[config.mk]
export PLATFORM = sky130hd
export DESIGN_NAME = wide_add_seq
export DESIGN_NICKNAME = d
export VERILOG_FILES = /design/src/rtl/wide_add_seq.sv
export SDC_FILE = /design/constraint.sdc
export NUM_CORES = 1
export LEC_CHECK = 0
export ABC_AREA = 1
export CAP_MARGIN = 15
export CORE_MARGIN = 2
export CORE_UTILIZATION = 54
export CTS_CLUSTER_DIAMETER = 150
export DETAILED_ROUTE_END_ITERATION = 16
export PLACE_DENSITY = 0.85
export SYNTH_ARGS = -nofsm -noshare
export SYNTH_HDL_FRONTEND = slang
export SYNTH_SLANG_ARGS = --single-unit
[constraint.sdc]
create_clock -name clk -period 6.8 [get_ports clk]
set_input_delay 1.02 -clock clk [delete_from_list [all_inputs] [get_ports clk]]
set_output_delay 1.02 -clock clk [all_outputs]
set_load 0.01 [all_outputs]
[src/rtl/wide_add_seq.sv]
// wide_add_seq: limb-serial wide adder. One 8-bit add slice is reused for
// every limb, LSB limb first, with the carry held in a register between
// limbs. Operands enter on a valid/ready channel. The result is presented on
// a second valid/ready channel and held until it is taken.
module wide_add_seq #(
  parameter  int WORDS = 4,
  localparam int W     = 8 * WORDS
) (
  input  logic         clk,
  input  logic         rst,
  input  logic         in_valid,
  output logic         in_ready,
  input  logic [W-1:0] in_a,
  input  logic [W-1:0] in_b,
  input  logic         in_cin,
  output logic         out_valid,
  input  logic         out_ready,
  output logic [W-1:0] out_sum,
  output logic         out_cout
);

  // Limb index needs at least one bit even when there is a single limb.
  localparam int IW = (WORDS > 1) ? $clog2(WORDS) : 1;
  localparam logic [IW-1:0] LAST_IDX = IW'(WORDS - 1);

  typedef enum logic [1:0] {
    IDLE,
    RUN,
    DONE
  } state_t;

  state_t        state_reg;
  logic [W-1:0]  a_reg;
  logic [W-1:0]  b_reg;
  logic          carry_reg;
  logic [IW-1:0] idx_reg;
  logic [W-1:0]  sum_reg;
  logic          cout_reg;
  logic          in_ready_reg;
  logic          out_valid_reg;

  logic [7:0] a_limbs [WORDS];
  logic [7:0] b_limbs [WORDS];
  logic [7:0] limb_a;
  logic [7:0] limb_b;
  logic [8:0] limb_res;

  // Split the captured operands into 8-bit limbs.
  genvar gi;
  generate
    for (gi = 0; gi < WORDS; gi++) begin : g_limb
      assign a_limbs[gi] = a_reg[8*gi +: 8];
      assign b_limbs[gi] = b_reg[8*gi +: 8];
    end
  endgenerate

  // Select the current limb and run it through the shared 9-bit-exact slice.
  always_comb begin
    limb_a = 8'h00;
    limb_b = 8'h00;
    for (int k = 0; k < WORDS; k++) begin
      if (idx_reg == IW'(k)) begin
        limb_a = a_limbs[k];
        limb_b = b_limbs[k];
      end
    end
    limb_res = {1'b0, limb_a} + {1'b0, limb_b} + {8'h00, carry_reg};
  end

  // Control FSM plus datapath registers; all outputs come straight from flops.
  always_ff @(posedge clk) begin
    if (rst) begin
      state_reg     <= IDLE;
      a_reg         <= '0;
      b_reg         <= '0;
      carry_reg     <= 1'b0;
      idx_reg       <= '0;
      sum_reg       <= '0;
      cout_reg      <= 1'b0;
      in_ready_reg  <= 1'b1;
      out_valid_reg <= 1'b0;
    end else begin
      case (state_reg)
        IDLE: begin
          if (in_valid) begin
            a_reg        <= in_a;
            b_reg        <= in_b;
            carry_reg    <= in_cin;
            idx_reg      <= '0;
            in_ready_reg <= 1'b0;
            state_reg    <= RUN;
          end
        end
        RUN: begin
          for (int k = 0; k < WORDS; k++) begin
            if (idx_reg == IW'(k)) begin
              sum_reg[8*k +: 8] <= limb_res[7:0];
            end
          end
          carry_reg <= limb_res[8];
          if (idx_reg == LAST_IDX) begin
            // Last limb: its carry is the carry out of the whole word.
            cout_reg      <= limb_res[8];
            out_valid_reg <= 1'b1;
            state_reg     <= DONE;
          end else begin
            idx_reg <= idx_reg + 1'b1;
          end
        end
        DONE: begin
          // Result is held until taken; input reopens only the cycle after.
          if (out_ready) begin
            out_valid_reg <= 1'b0;
            in_ready_reg  <= 1'b1;
            state_reg     <= IDLE;
          end
        end
        default: begin
          state_reg     <= IDLE;
          in_ready_reg  <= 1'b1;
          out_valid_reg <= 1'b0;
        end
      endcase
    end
  end

  assign in_ready  = in_ready_reg;
  assign out_valid = out_valid_reg;
  assign out_sum   = sum_reg;
  assign out_cout  = cout_reg;

endmodule

==> qor.csv, run 1 <==
metric,value,unit
clockBufferDepth,2,
leakage,2.60,nW
arrival,3.76,ns
synthArstFlopShare,0,%
fin_crit,3.49,ns
synth_top_family_by_area,simple AND/OR/NAND/NOR gates,
core_area,8300,um^2
ys_seq_area_share,44.4,%
cts-htree-levels,3,
antenna_found_initial,0,
critPathCaptureType,register,
slew_headroom,31.3,%
drt_iter0_drc,247,
io_buffers,103,
hold_path_end,in_ready,
start_util,56.5,%
stdcell_count,821,
grt_max_degree,102,
hold_violations,0,
p_clk_share,31.3,%
synth.cell_area,4690,um^2
route.detailed.drc,0,
power.share.switching,29.3,%
synth_seq_cells,104,
hold_buffers,0,
ant_nets,0,
drive_above_1_share,3.91,%
grt_pass1_wl,19200,um
clock_latency,0.37,ns
io_pins,104,
power_frac_comb,22.9,%
min_from,in_ready,
die_w,97.2,um
synth_common_cells,"nor2_1, dfxtp_1, nand2_1, o21ai_0, inv_1",
worst-r2r-setup-slack,3.31,ns
die_y,97.2,um
gp_congestion,0.803,
grt_usage,24.3,%
min_path_cells,2,
syn_avg_cell_area,7.42,um^2
rsz0062_at_grt,false,
antenna_cells,0,
pre_cts_slack,3.40,ns
crit_fanout,18,
clockRootBuffer,clkbuf_8,
cts_resized,0,
synth_xor_xnor_area_share,0.560,%
netlist_top_cells_area,"dfxtp_1, nor2_1, o21ai_0",
maxCapViolations,0,
yosys.area_share.adder,3.79,%
clock-sinks,104,
worst_pin_slew,1.03,ns
syn2layout_area_growth,26.6,%
synth_top_area_share,44.4,%
synth-simple-area-share,22.0,%
ys_types,31,
fin_tns_setup,0,ns
vias,4369,
grt_overflow,0,
synth-edff-count,0,
via_per_inst,5.32,
setup_viol,0,
worst_clock_skew,0.0143,ns
setup.worst_path.start_class,register,
min_period_over_period,51.4,%
internal_power,1.06,mW
layout_setup_ws,3.31,ns
cp-startpoint,idx_reg[1],
maxSlewViolCount,0,
r2r.worst_path.cells,13,
synth_warnings,0,
grt_pass1_vias,4201,
worstPathRequired,7.07,ns
synth-compound-area-share,20.9,%
holdWs,0.487,ns
synth_mux_area_share,0,%
synth_most_common_cell,nor2_1,
cts.clk_slew.worst_paths,0.11,ns
p_switching,438,uW
finalWirelength,11300,um
wire_per_inst,13.8,um
crit_type,reg -> reg,
peakVddDrop,0.101,mV
r2r_start,idx_reg[1],
first_pass_iters,5,
synth_fp_nets,714,
numCtsBuffers,9,
synth_top_area_cell,dfxtp_1,
status,finished clean,
rows,33,
pwr-share-seq,45.7,%
postCtsSetupRepairBufs,0,
dp_hpwl,8060,um
nets,793,
cts_tree,built,
worstHoldPathType,reg -> reg,
dieArea,9440,um^2
dp_cells,804,
syn_inst,632,
p_total,1.49,mW
power_density,252,nW/um^2
synth_ff_type,dfxtp_1,
timing.rr.end,out_sum[4],
clock.fmax,286,MHz
[worst max-delay path by stage]
stage | end
after global routing | out_sum[4]
after global placement | out_sum[12]
final | out_sum[4]
after CTS | out_sum[4]
after detailed placement | out_sum[28]
after floorplan | out_sum[12]
[critical path: stages (launching register included)]
cell,delay [ns]
dfxtp_1,0.39
inv_1,0.08
ha_1,0.43
nor2_4,0.44
a22oi_1,0.10
o21ai_0,0.16
o21ai_0,0.15
fa_1,0.48
fa_1,0.43
o21ai_1,0.21
xor2_1,0.28
nand2_1,0.10
nand2_1,0.09
inv_1,0.05
[metal layers]
layer	routed length, um	up-vias	track usage, %
met5	0	-	0
met4	103	0	7.26
met3	673	13	4.03
met2	5510	152	41.5
met1	5010	1995	31.5
li1	-	2209	-
[layout by cell type (no fill, tap or decap), types with 3 or more instances in the layout]
cell type,n
o21a_1,23
inv_1,51
nand2_1,82
clkdlybuf4s50_1,103
o211ai_1,6
a21oi_1,37
clkbuf_8,10
o21ai_1,6
nor2_4,4
o21ai_0,81
nor2_1,140
a22oi_1,11
xor2_1,3
nand3_1,17
dfxtp_1,104
a22o_1,5
bufinv_16,3
ha_1,11
[logic make-up after synthesis]
group,count (synthesis)
buf+inv,90
compound gates,171
xor+xnor,3
simple gates,251
fa+ha+maj,13
flops,104
[metrics by stage]
| stage | utilization [%] | cell area [um^2] |
|---|---|---|
| global placement | 68.3 | 5670 |
| finish | 71.5 | 5940 |
| CTS | 71.3 | 5920 |
| detailed placement | 68.3 | 5670 |
| global route | 71.5 | 5940 |
| floorplan | - | 4690 |
[power by group through the flow]
| stage | combinational, mW | clock (mW) | sequential, mW |
|---|---|---|---|
| floorplan | 0.222 | 0 | 0.694 |
| global placement | 0.326 | 0 | 0.696 |
| CTS | 0.341 | 0.468 | 0.683 |
| global route | 0.387 | 0.494 | 0.689 |
| detailed placement | 0.337 | 0 | 0.697 |
| finish | 0.342 | 0.469 | 0.684 |
[area by class of cell]
| cell class | count | area (um^2) |
|---|---|---|
| Inverter | 53 | 199 |
| Fill cell | 642 | 2360 |
| Clock inverter | 6 | 113 |
| Sequential cell | 104 | 2080 |
| Clock buffer | 10 | 138 |
| Tap cell | 105 | 131 |
| Multi-Input combinational cell | 438 | 2210 |
| Timing Repair Buffer | 105 | 1060 |
No activity file was read; power rests on OpenSTA's default activity.
==> run 2: changes to the inputs <==
CORE_UTILIZATION = 51   (was 54)
PLACE_DENSITY = 0.81   (was 0.85)
clock period = 3.25 ns   (was 6.8 ns; I/O delays follow)
==> run 2 against run 1 <==
Compared with the run above:
- flip-flop and latch count did not move
- maximum frequency is 17% higher
- global-route usage shrank 0.095 points
- final cell count up 1.6%
- clock skew fell by 0.00059 ns
- sequential power is 110% higher
- via count down 0.16%
- first-iteration DRC count increased by 16%
- register-to-register slack worse by 3.0 ns
- sequential share of layout area decreased by 0.21 points
- hold slack got worse by 0.0040 ns
- total power rose by 98%
- critical path type unchanged
- largest cell class unchanged
- largest power group unchanged
- highest routed layer unchanged
==> qor.csv, run 2 (same netlist as run 1, synthesis figures left out) <==
metric,value,unit,change
status,finished clean,,
layout_setup_ws,0.269,ns,-3.04 ns
start_util,53.2,%,-3.3 points
ant_nets,0,,unchanged
setup_viol,0,,unchanged
drt_iter0_drc,286,,+16%
fillers,727,,+13%
numCtsBuffers,9,,unchanged
vias,4362,,-0.16%
fin_util,67.8,%,-3.7 points
arrival,3.26,ns,-0.50 ns
syn2layout_area_growth,27.4,%,
antenna_found_initial,0,,unchanged
clockBufferDepth,2,,unchanged
fin_area,5970,um^2,+0.61%
peakVddDrop,0.238,mV,+140%
clock-sinks,104,,unchanged
finalWirelength,11400,um,+1.0%
nets,803,,+1.3%
grt_max_degree,63,,-38%
leakage,2.61,nW,+0.43%
maxSlewViolCount,0,,unchanged
worst_pin_slew,0.654,ns,-0.377 ns
crit_fanout,17,,-1
final_common_cell,nor2_1,,
min_period_over_period,91.7,%,+40 points
drive_above_1_share,5.37,%,+1.5 points
core_area,8810,um^2,+6.1%
rows,34,,+3.0%
cts_tree,built,,
cts.clk_slew.worst_paths,0.10,ns,about the same
grt_usage,24.2,%,-0.095 points
dp_hpwl,8510,um,+5.6%
worst_clock_skew,0.0137,ns,-0.000588 ns
worstHoldPathType,reg -> reg,,
post_dp_cell_area,5760,um^2,+1.6%
route.detailed.drc,0,,unchanged
hold_violations,0,,unchanged
antenna_cells,0,,unchanged
power_density,496,nW/um^2,+97%
setup.worst_path.start_class,register,,
via_per_inst,5.23,,-1.7%
die_w,99.9,um,+2.8%
grt_pass1_wl,19400,um,+1.1%
min_path_cells,2,,unchanged
die_y,99.9,um,+2.8%
critPathCaptureType,register,,
clock_latency,0.37,ns,about the same
cts-htree-levels,3,,unchanged
dieArea,9980,um^2,+5.6%
final_cell_mix,"nor2_1, dfxtp_1, clkdlybuf4s50_1, nand2_1, o21ai_0",,
pre_cts_slack,0.210,ns,-3.19 ns
clock.fmax,336,MHz,+17%
slew_headroom,56.3,%,+25 points
maxCapViolations,0,,unchanged
r2r.worst_path.cells,13,,unchanged
io_pins,104,,unchanged
rsz0062_at_grt,false,,
wire_per_inst,13.7,um,-0.57%
grt_pass1_vias,4132,,-1.6%
crit_type,reg -> reg,,
fin_tns_setup,0,ns,unchanged
fin_crit,2.98,ns,-0.513 ns
grt_overflow,0,,unchanged
first_pass_iters,6,,+1
io_buffers,103,,unchanged
regArea,2080,um^2,unchanged
clockRootBuffer,clkbuf_8,,
multi_input_area,2230,um^2,+0.85%
worstPathRequired,3.53,ns,-3.54 ns
gp_congestion,0.838,,+4.3%
## run 2: changes by cell type in the layout (fill, tap and decap cells not counted), sizes merged
cell      before  now
inv           55   53
buf            2   12
clkbuf        10   11
bufinv         3    1
clkinvlp       0    3
## run 2: where the power goes
part           total (mW)  leakage, nW  switching [mW]  internal, mW
logic               0.744         1.67           0.423         0.321
registers            1.43        0.856          0.0598          1.37
clock network       0.784       0.0856           0.429         0.355
## run 2: final cells by class
type,instances,share of cell area [%]
multi-input cells,438,37.4
clock buffers,11,2.20
clock inverters,5,0.964
well taps,108,2.26
repair buffers,115,19.0
flip-flops and latches,104,34.9
inverters,53,3.33
## run 2: path summary, 6_finish.rpt
path,from,endpoint,slack (ns)
min,in_ready,in_ready,0.48
max reg2reg,idx_reg[1],out_sum[28],0.27
min reg2reg,in_ready,in_ready,0.48
max,idx_reg[1],out_sum[28],0.27
## run 2: per-stage QoR
stage | cells | power (mW) | hold slack (ns)
after floorplan | 632 | 1.92 | 0.425
after global placement | 817 | 2.16 | 0.449
after detailed placement | 817 | 2.18 | 0.473
after CTS | 833 | 2.96 | 0.489
after global routing | 834 | 3.13 | 0.516
final | 834 | 2.96 | 0.483
## run 2: timing repair
action,CTS,global route
endpoints found under the hold margin,0,0
endpoints found under the setup margin,0,4
hold buffers,0,0
buffers inserted,0,1
gates resized for setup,0,3
## run 2: routing by layer
layer	vias to the layer above	global-route usage, %	part of all wire [%]
met2	135	39.4	46
li1	2229	-	-
met3	26	4.39	4.9
met5	-	0	0
met1	1972	31.8	46
met4	0	10.0	2.6
## run 2: worst max-delay path: stages (launching register included)
cell,delay [ns]
dfxtp_1,0.35
inv_1,0.10
ha_1,0.23
buf_4,0.26
a22oi_1,0.12
o21ai_0,0.15
o21ai_0,0.15
fa_1,0.46
fa_1,0.45
o21ai_2,0.23
xor2_2,0.22
nand2_1,0.08
nand2_1,0.06
inv_1,0.04
